## src/rtl/sub_pkg.sv

```systemverilog
// Shared definitions for the serial subtractor: FSM state encodings and a
// helper that sizes the slice index counter.
package sub_pkg;

  localparam logic [1:0] ST_IDLE = 2'd0;
  localparam logic [1:0] ST_RUN  = 2'd1;
  localparam logic [1:0] ST_DONE = 2'd2;

  // Bits needed to count 0..n-1, never less than one so that a
  // single-slice configuration still gets a legal counter.
  function automatic int idx_width(input int n);
    int w;
    w = 1;
    while ((1 << w) < n) begin
      w = w + 1;
    end
    return w;
  endfunction

endpackage

```

## src/rtl/chunk_sub.sv

```systemverilog
// CHUNK-bit combinational subtractor slice: d = x - y - bi, bo = borrow-out.
// Built as a ripple of single-bit full-subtractor cells.
module chunk_sub #(
  parameter int CHUNK = 4
) (
  input  logic [CHUNK-1:0] x,
  input  logic [CHUNK-1:0] y,
  input  logic             bi,
  output logic [CHUNK-1:0] d,
  output logic             bo
);

  logic [CHUNK:0] borrow;

  assign borrow[0] = bi;

  // Each cell borrows when x < y + borrow-in at its bit position.
  for (genvar i = 0; i < CHUNK; i++) begin : g_cell
    assign d[i]          = x[i] ^ y[i] ^ borrow[i];
    assign borrow[i + 1] = (~x[i] & y[i]) | (~(x[i] ^ y[i]) & borrow[i]);
  end

  assign bo = borrow[CHUNK];

endmodule

```

## src/rtl/serial_subtractor.sv

```systemverilog
// Multi-cycle WIDTH-bit subtractor computing a - b - bin one CHUNK-bit slice
// per clock, LSB slice first, with a registered borrow between slices.
// A single chunk_sub instance is shared across slices via the slice index.
module serial_subtractor
  import sub_pkg::*;
#(
  parameter int WIDTH = 16,
  parameter int CHUNK = 4
) (
  input  logic             clk,
  input  logic             rst_n,
  input  logic             in_valid,
  output logic             in_ready,
  input  logic [WIDTH-1:0] a,
  input  logic [WIDTH-1:0] b,
  input  logic             bin,
  output logic             out_valid,
  input  logic             out_ready,
  output logic [WIDTH-1:0] diff,
  output logic             bout,
  output logic             ovf
);

  localparam int NCHUNK = WIDTH / CHUNK;
  localparam int IDXW   = idx_width(NCHUNK);
  localparam int MSB    = WIDTH - 1;

  localparam logic [IDXW-1:0]  LAST_IDX   = IDXW'(NCHUNK - 1);
  localparam logic [WIDTH-1:0] SLICE_MASK = WIDTH'({CHUNK{1'b1}});

  logic [1:0]       state_q, state_d;
  logic [WIDTH-1:0] a_q, a_d;
  logic [WIDTH-1:0] b_q, b_d;
  logic [WIDTH-1:0] diff_q, diff_d;
  logic [IDXW-1:0]  idx_q, idx_d;
  logic             borrow_q, borrow_d;
  logic             bout_q, bout_d;
  logic             ovf_q, ovf_d;

  logic [CHUNK-1:0] slice_x;
  logic [CHUNK-1:0] slice_y;
  logic [CHUNK-1:0] slice_d;
  logic             slice_bo;
  logic [WIDTH-1:0] diff_merged;
  int               shamt;

  // Pick the operand slice addressed by the index and splice the slice
  // result back into the running difference at the same position.
  always_comb begin
    shamt       = int'(idx_q) * CHUNK;
    slice_x     = CHUNK'(a_q >> shamt);
    slice_y     = CHUNK'(b_q >> shamt);
    diff_merged = (diff_q & ~(SLICE_MASK << shamt)) | (WIDTH'(slice_d) << shamt);
  end

  chunk_sub #(
    .CHUNK(CHUNK)
  ) u_chunk_sub (
    .x (slice_x),
    .y (slice_y),
    .bi(borrow_q),
    .d (slice_d),
    .bo(slice_bo)
  );

  // FSM and datapath next-state: accept in IDLE, one slice per RUN cycle,
  // hold results in DONE until the consumer takes them.
  always_comb begin
    state_d  = state_q;
    a_d      = a_q;
    b_d      = b_q;
    diff_d   = diff_q;
    idx_d    = idx_q;
    borrow_d = borrow_q;
    bout_d   = bout_q;
    ovf_d    = ovf_q;
    case (state_q)
      ST_IDLE: begin
        if (in_valid) begin
          a_d      = a;
          b_d      = b;
          borrow_d = bin;
          idx_d    = '0;
          state_d  = ST_RUN;
        end
      end
      ST_RUN: begin
        diff_d   = diff_merged;
        borrow_d = slice_bo;
        if (idx_q == LAST_IDX) begin
          state_d = ST_DONE;
          bout_d  = slice_bo;
          ovf_d   = (a_q[MSB] ^ b_q[MSB]) & (a_q[MSB] ^ diff_merged[MSB]);
        end else begin
          idx_d = idx_q + IDXW'(1);
        end
      end
      ST_DONE: begin
        if (out_ready) begin
          state_d = ST_IDLE;
        end
      end
      default: begin
        state_d = ST_IDLE;
      end
    endcase
  end

  // State registers; reset discards any operation in flight.
  always_ff @(posedge clk or negedge rst_n) begin
    if (!rst_n) begin
      state_q  <= ST_IDLE;
      a_q      <= '0;
      b_q      <= '0;
      diff_q   <= '0;
      idx_q    <= '0;
      borrow_q <= 1'b0;
      bout_q   <= 1'b0;
      ovf_q    <= 1'b0;
    end else begin
      state_q  <= state_d;
      a_q      <= a_d;
      b_q      <= b_d;
      diff_q   <= diff_d;
      idx_q    <= idx_d;
      borrow_q <= borrow_d;
      bout_q   <= bout_d;
      ovf_q    <= ovf_d;
    end
  end

  assign in_ready  = (state_q == ST_IDLE);
  assign out_valid = (state_q == ST_DONE);
  assign diff      = diff_q;
  assign bout      = bout_q;
  assign ovf       = ovf_q;

endmodule

```

## config.mk

```make
export PLATFORM = sky130hd
export DESIGN_NAME = serial_subtractor
export DESIGN_NICKNAME = d
export VERILOG_FILES = /design/src/rtl/sub_pkg.sv /design/src/rtl/chunk_sub.sv /design/src/rtl/serial_subtractor.sv
export SDC_FILE = /design/constraint.sdc
export NUM_CORES = 1
export LEC_CHECK = 0
export ABC_CLOCK_PERIOD_IN_PS = 4000
export CELL_PAD_IN_SITES_DETAIL_PLACEMENT = 1
export CELL_PAD_IN_SITES_GLOBAL_PLACEMENT = 1
export CORE_MARGIN = 2
export CORE_UTILIZATION = 41
export DETAILED_ROUTE_END_ITERATION = 6
export GPL_TIMING_DRIVEN = 0
export MAX_ROUTING_LAYER = met4
export PLACE_DENSITY = 0.9
export SYNTH_ARGS = -nofsm -noshare
export SYNTH_HDL_FRONTEND = slang
export SYNTH_SLANG_ARGS = --single-unit
```

## constraint.sdc

```tcl
create_clock -name clk -period 4 [get_ports clk]
set_input_delay 0.4 -clock clk [delete_from_list [all_inputs] [get_ports clk]]
set_output_delay 0.4 -clock clk [all_outputs]
set_load 0.01 [all_outputs]
```

# Word level (Yosys, flattened, before mapping)
# Cells that the tools add are included.
dict set report word_totals {
  output_inout_bits 20
  reg_bits 55
  elab_cells 70
  inputBits 37
}
dict set report op_classes {
  mux 9
  n_shift 4
  eq_ne 7
  bitwise 34
  reduce_logical 7
  add_sub_neg 1
}
# operator count
set ops {}
lappend ops {{16-bit by 4-bit right shift with 4-bit output} 2}
lappend ops {{16-bit AND} 1}
lappend ops {{16-bit NOT} 1}
lappend ops {{16-bit bitwise OR} 1}
lappend ops {{4-bit by 4-bit << shifter with 16-bit output} 1}
lappend ops {{4-bit by 4-bit << shifter with 16-bit output, first input constant} 1}
lappend ops {{2-bit two-way mux} 5}
lappend ops {{1-bit XOR} 10}
lappend ops {{1-bit AND} 9}
lappend ops {{1-bit NOT} 8}
lappend ops {{2-bit inequality test, second input constant} 3}
lappend ops {{2-bit one-hot mux with 3 select lines} 1}
lappend ops {{2-bit AND reduction} 3}
lappend ops {{3-bit AND reduction} 2}
lappend ops {{2-bit equality test, second input constant} 2}
lappend ops {{1-bit bitwise OR} 4}
lappend ops {{2-bit one-hot mux with 2 select lines} 1}
lappend ops {{2-bit by 1-bit adder with 2-bit output, second input constant} 1}
lappend ops {{2-bit by 1-bit equality test with 1-bit output, second input constant} 1}
lappend ops {{2-bit logical NOT} 1}
lappend ops {{2-bit by 1-bit inequality test with 1-bit output, second input constant} 1}
lappend ops {{1-bit one-hot mux with 2 select lines} 1}
lappend ops {{2-bit nonzero test} 1}
lappend ops {{1-bit two-way mux} 1}

# Depth between registers and ports, before layout
dict set report depth {
  ltp_word 14
  depth_mapped 11
  mapped_depth_nobuf 10
}

# Hierarchy
# A second synthesis with hierarchy kept.
dict set report hier_totals {
  hier_cells 169
  hier_area_um2 2487.4
}
# mod area_per_inst_um2 n_inst cells_each seq_area_each_um2
set by_module_without_submodules {}
lappend by_module_without_submodules {serial_subtractor 2369.8 1 155 1376.3}
lappend by_module_without_submodules {chunk_sub 117.6 1 14 0.0}

# Worst setup path after synthesis
# OpenSTA, ideal clock, no wires.
dict set report synth_path {
  path_kind {register -> register}
  from {reg idx_q[0]}
  to {reg ovf_q (netlist: ovf)}
  arrival_ps 3187
  period_less_slack_ps 3271
  setup_slack_ps 729
  setup_time_ps 84
  path_stages_with_launch 10
  cell_sequence {dfrtp_1 > buf_6 > buf_4 > mux4_2 > fa_1 > fa_1 > inv_1 > fa_1 > or4b_1 > a41oi_2}
}
dict set report synth_via {
  elab_chain_len 14
  elab_cells_between_ends 31
}
# item line
set synth_lines {}
lappend synth_lines {{start, declared} serial_subtractor.sv:35} ;# logic [IDXW-1:0] idx_q, idx_d;
lappend synth_lines {{start signal, assigned} serial_subtractor.sv:125} ;# idx_q <= idx_d;
lappend synth_lines {{16-bit by 4-bit right shift with 4-bit output (on tied branches)} {serial_subtractor.sv:51, serial_subtractor.sv:52}}
lappend synth_lines {{1-bit XOR} chunk_sub.sv:20} ;# assign borrow[i + 1] = (~x[i] & y[i]) | (~(x[i] ^ y[i]) & borrow[i]);
lappend synth_lines {{1-bit NOT} chunk_sub.sv:20}
lappend synth_lines {{1-bit AND} chunk_sub.sv:20}
lappend synth_lines {{1-bit bitwise OR} chunk_sub.sv:20}
lappend synth_lines {{1-bit AND} chunk_sub.sv:20}
lappend synth_lines {{1-bit bitwise OR} chunk_sub.sv:20}
lappend synth_lines {{1-bit AND} chunk_sub.sv:20}
lappend synth_lines {{1-bit bitwise OR} chunk_sub.sv:20}
lappend synth_lines {{1-bit XOR} chunk_sub.sv:19} ;# assign d[i] = x[i] ^ y[i] ^ borrow[i];
lappend synth_lines {{4-bit by 4-bit << shifter with 16-bit output} serial_subtractor.sv:53} ;# diff_merged = (diff_q & ~(SLICE_MASK << shamt)) | (WIDTH'(slice_d) << shamt);
lappend synth_lines {{16-bit bitwise OR} serial_subtractor.sv:53}
lappend synth_lines {{1-bit XOR} serial_subtractor.sv:93} ;# ovf_d = (a_q[MSB] ^ b_q[MSB]) & (a_q[MSB] ^ diff_merged[MSB]);
lappend synth_lines {{1-bit AND} serial_subtractor.sv:93}
lappend synth_lines {{end signal, assigned} serial_subtractor.sv:128} ;# ovf_q <= ovf_d;
lappend synth_lines {{end, declared} serial_subtractor.sv:38} ;# logic ovf_q, ovf_d;
# Parallel ways exist; a longest one is shown, timed or not.
# A chain may end at the register's enable or synchronous reset.

# Final worst setup path
dict set report layout_path {
  from {reg idx_q[1]}
  to {reg ovf_q (netlist: ovf)}
}
# The elaborated chain is that of the path after synthesis.

==> results <==
==> Yosys cell counts, drive strengths merged <==
cell type	number	area [sq um]
a22o	6	52.6
a32o	8	80.1
nand2b	2	12.5
nor2b	2	12.5
o21ai	4	23.8
nor3b	2	26.3
o2bb2ai	2	17.5
ha	4	50.1
inv	10	37.5
a21oi	1	5.00
nand2	9	38.8
buf	8	72.6
mux2	34	383
or4b	1	10.0
mux4	8	184
nor2	7	26.3
dfrtp	55	1380
mux2i	1	10.0
a41oi	1	16.3
fa	4	80.1
==> area by class of cell <==
type,count,area share (%)
Sequential cell,55,42.2
Buffer,8,2.23
Multi-Input combinational cell,96,31.5
Clock buffer,5,2.11
Tap cell,75,2.88
Timing Repair Buffer,57,17.7
Clock inverter,1,0.230
Inverter,10,1.15
==> flip-flops by register name (all words and copies together) (netlist names) <==
signal,cells
state_q,2
a_q,16
diff,16
bout,1
idx_q,2
borrow_q,1
ovf,1
b_q,16
==> kinds of logic after synthesis <==
kind of cell    Yosys count  synth area share (%)
flops                    55                  54.7
mux                      43                  22.9
simple gates             23                  5.03
compound gates           22                  7.76
buf+inv                  18                  4.38
fa+ha+maj                 8                  5.17
==> worst min path at each step <==
stage	start	endpoint	slack, ns	depth (start not counted)
floorplan	rst_n	a_q[0]$_DFFE_PN0P_	0.10	0
global placement	diff[10]$_DFFE_PN0P_	diff[10]$_DFFE_PN0P_	0.48	1
detailed placement	rst_n	diff[1]$_DFFE_PN0P_	0.42	1
CTS	rst_n	diff[2]$_DFFE_PN0P_	0.08	1
global route	rst_n	diff[2]$_DFFE_PN0P_	0.10	1
finish	rst_n	diff[2]$_DFFE_PN0P_	0.08	1
==> power groups by stage <==
stage	sequential, mW	clock [mW]	combinational [mW]
CTS	1.03	0.301	1.65
detailed placement	1.05	0	1.64
floorplan	1.02	0	1.07
global placement	1.01	0	1.56
global route	1.07	0.319	1.78
finish	1.03	0.293	1.62
==> metrics by stage <==
step	hold WS (ns)	cell area, sq um
after floorplan	0.104	2510
after global placement	0.480	3170
after detailed placement	0.425	3180
after CTS	0.0843	3260
after global routing	0.104	3260
final	0.0764	3260
==> layer usage <==
metal	vias up	global-route usage [%]
met3	9	4.24
met5	-	-
met2	46	33.1
met4	0	6.00
li1	734	-
met1	821	22.3
==> worst max-delay path: stages, from the launching register on <==
cell                      delay, ns
sky130_fd_sc_hd__dfrtp_1       0.50
sky130_fd_sc_hd__buf_2         0.32
sky130_fd_sc_hd__mux4_2        0.33
sky130_fd_sc_hd__inv_1         0.09
sky130_fd_sc_hd__fa_1          0.16
sky130_fd_sc_hd__inv_1         0.05
sky130_fd_sc_hd__fa_1          0.37
sky130_fd_sc_hd__fa_1          0.36
sky130_fd_sc_hd__inv_1         0.09
sky130_fd_sc_hd__fa_1          0.46
sky130_fd_sc_hd__or4b_1        0.55
sky130_fd_sc_hd__a41oi_2       0.20
==> report_table.html <==
<table>
<tr><th>Metric</th><th>Value</th></tr>
<tr><th colspan="2">STA</th></tr>
<tr><td>Number of max-slew violations in the final report</td><td>0</td></tr>
<tr><td>Max Clock Skew</td><td>roughly 0.0056 ns</td></tr>
<tr><td>Final Critical Period</td><td>3.55 ns</td></tr>
<tr><td>Max transition margin</td><td>just over 60%</td></tr>
<tr><td>Setup violators final</td><td>0</td></tr>
<tr><td>Unrepaired setup endpoints after global routing</td><td>false</td></tr>
<tr><td>Final hold vios</td><td>0</td></tr>
<tr><td>Slew at the pin closest to its max-slew limit</td><td>0.565 ns</td></tr>
<tr><td>Final worst-path cycle share</td><td>88.7%</td></tr>
<tr><td>Maximum clock frequency</td><td>282 MHz</td></tr>
<tr><td>Setup Total Neg Slack</td><td>0 ns</td></tr>
<tr><td>Post-route setup slack</td><td>around 0.45 ns</td></tr>
<tr><th colspan="2">Floorplan</th></tr>
<tr><td># IOs</td><td>57</td></tr>
<tr><td>Die boundary height</td><td>just over 80 um</td></tr>
<tr><td>Width of the chip</td><td>82.3 um</td></tr>
<tr><td>Initial cell density of the core</td><td>42.5%</td></tr>
<tr><td>Die area</td><td>6780 sq um</td></tr>
<tr><td>Core region area</td><td>about 6000 sq um</td></tr>
<tr><td>Number of cell rows</td><td>28</td></tr>
<tr><th colspan="2">Global routing</th></tr>
<tr><td>Tot GR Track Use</td><td>19.2%</td></tr>
<tr><td>Wire length of the first global-routing pass</td><td>9200 um</td></tr>
<tr><td>Largest net degree at the start of global routing</td><td>33</td></tr>
<tr><td>Initial antenna violation count</td><td>0</td></tr>
<tr><td>Global-route congestion overflow total</td><td>0</td></tr>
<tr><td>Vias in the first global route</td><td>~1800</td></tr>
<tr><th colspan="2">Setup path</th></tr>
<tr><td>Sort of element at the end of the critical path</td><td>flop</td></tr>
<tr><td>Reg-to-Reg End</td><td>ovf$_DFFE_PN0P_</td></tr>
<tr><td>First element of the critical path</td><td>idx_q[1]$_DFFE_PN0P_</td></tr>
<tr><td>Start-to-end type of the worst setup path</td><td>flop to flop</td></tr>
<tr><td>Peak fanout along the critical path</td><td>10</td></tr>
<tr><td>Data required time at the worst endpoint</td><td>4.24 ns</td></tr>
<tr><td>FF-to-FF setup slack</td><td>0.45 ns</td></tr>
<tr><td>Signal arrival time at the worst endpoint</td><td>around 3.8 ns</td></tr>
<tr><td>Critical R2R Launch</td><td>idx_q[1]$_DFFE_PN0P_</td></tr>
<tr><td>Reg2reg path depth</td><td>11</td></tr>
<tr><td>Startpoint types</td><td>flop</td></tr>
<tr><td>Critical Path Sink</td><td>ovf$_DFFE_PN0P_</td></tr>
<tr><th colspan="2">Placement</th></tr>
<tr><td>Worst slack after detailed placement</td><td>0.449 ns</td></tr>
<tr><td>RD Place Congestion</td><td>~0.81</td></tr>
<tr><td>DP Cell Count</td><td>301</td></tr>
<tr><td>HPWL Detailed</td><td>4330 um</td></tr>
<tr><td>Number of I/O port buffers</td><td>56</td></tr>
<tr><th colspan="2">CTS</th></tr>
<tr><td>Root buffer cell</td><td>sky130_fd_sc_hd__clkbuf_8</td></tr>
<tr><td>Post-CTS Repair Setup Buffers</td><td>0</td></tr>
<tr><td># resized after CTS</td><td>0</td></tr>
<tr><td>Largest buffer count on any clock path</td><td>2</td></tr>
<tr><td>Cts bufs inserted</td><td>5</td></tr>
<tr><td>CTS Hold Buffers Added</td><td>0</td></tr>
<tr><td>Clock Pin Slew Worst Setup and Hold Paths</td><td>roughly 0.09 ns</td></tr>
<tr><td>Clk sink count</td><td>between 50 and 60</td></tr>
<tr><td>Number of H-tree branching levels</td><td>2</td></tr>
<tr><td>Latest clock arrival within the worst-skew pair</td><td>0.31 ns</td></tr>
<tr><td>Clock tree from TritonCTS</td><td>yes</td></tr>
<tr><th colspan="2">Drt</th></tr>
<tr><td>Number of DRC markers after the initial detailed-route iteration</td><td>50</td></tr>
<tr><td>Aggregate routed wire length</td><td>around 5500 um</td></tr>
<tr><td>Post-detailed-route DRC marker count</td><td>0</td></tr>
<tr><td>Number of nets still failing antenna checks after routing</td><td>0</td></tr>
<tr><td>Top metal layer carrying routed signals</td><td>met4</td></tr>
<tr><td>Wirelength per Cell</td><td>18.0 um</td></tr>
<tr><td>Number of optimization iterations in the first detailed-route pass</td><td>4</td></tr>
<tr><td>Routed length on met2</td><td>just under 3000 um</td></tr>
<tr><td>Vias per std cell</td><td>5.24</td></tr>
<tr><td>Via count</td><td>1610</td></tr>
<tr><td>DRT met1 WL</td><td>approximately 2200 um</td></tr>
<tr><td>Routed wl met3</td><td>195 um</td></tr>
<tr><th colspan="2">Job</th></tr>
<tr><td>Max-cap check violation count</td><td>0</td></tr>
<tr><th colspan="2">Power</th></tr>
<tr><td>Leakage power</td><td>1.37 nW</td></tr>
<tr><td>Flop pwr share</td><td>35.0%</td></tr>
<tr><td>Total power divided by cell area</td><td>901 nW/um^2</td></tr>
<tr><td>Net Sw Frac</td><td>about two fifths</td></tr>
<tr><td>Net switching power</td><td>1.12 mW</td></tr>
<tr><td>Worst VDD drop</td><td>0.362 mV</td></tr>
<tr><td>Total power consumption of the routed design</td><td>2.94 mW</td></tr>
<tr><td>Combinational power share</td><td>between 50% and 60%</td></tr>
<tr><td>Internal power contribution</td><td>1.82 mW</td></tr>
<tr><td>Part of the power in the clock network</td><td>10.0%</td></tr>
<tr><th colspan="2">Layout</th></tr>
<tr><td>Number of fill cells</td><td>603</td></tr>
<tr><td>Multi-input gate area</td><td>between 1000 and 1500 sq um</td></tr>
<tr><td>Final standard cell count with taps included and fillers excluded</td><td>between 300 and 400</td></tr>
<tr><td>Commonest cells after routing, fill and taps aside</td><td>sky130_fd_sc_hd__dfrtp_1, sky130_fd_sc_hd__clkdlybuf4s50_1, sky130_fd_sc_hd__mux2_2, sky130_fd_sc_hd__inv_1, sky130_fd_sc_hd__a32o_1</td></tr>
<tr><td>Area growth from synthesis to final layout</td><td>29.7%</td></tr>
<tr><td>Antenna Diode Count</td><td>0</td></tr>
<tr><td>Count of nets after finishing</td><td>approximately 280</td></tr>
<tr><td>Fraction of layout cells with a size suffix above 1</td><td>between 20% and 30%</td></tr>
<tr><td>Total area of sequential cells</td><td>1380 sq um</td></tr>
<tr><td>Post-layout util</td><td>~55%</td></tr>
<tr><th colspan="2">Logic synthesis</th></tr>
<tr><td>Distinct cell type count after synthesis</td><td>26</td></tr>
<tr><td>Post-synthesis net count</td><td>about 210</td></tr>
<tr><td>Cells after Synth</td><td>169</td></tr>
<tr><td>Post-synthesis sequential element count</td><td>55</td></tr>
<tr><td>Average footprint of a synthesized cell</td><td>between 10 and 15 sq um</td></tr>
<tr><td>Share of synthesized area occupied by flip-flops and latches</td><td>about 55%</td></tr>
<tr><td>Synth warnings</td><td>0</td></tr>
<tr><td>Area of the mapped netlist</td><td>around 2500 sq um</td></tr>
<tr><th colspan="2">Status</th></tr>
<tr><td>Status</td><td>complete, no violations</td></tr>
<tr><th colspan="2">Min path</th></tr>
<tr><td>Path category of the worst min-delay check</td><td>input pin to asynchronous set/reset pin</td></tr>
</table>
No activity file was read; power rests on OpenSTA's default activity.
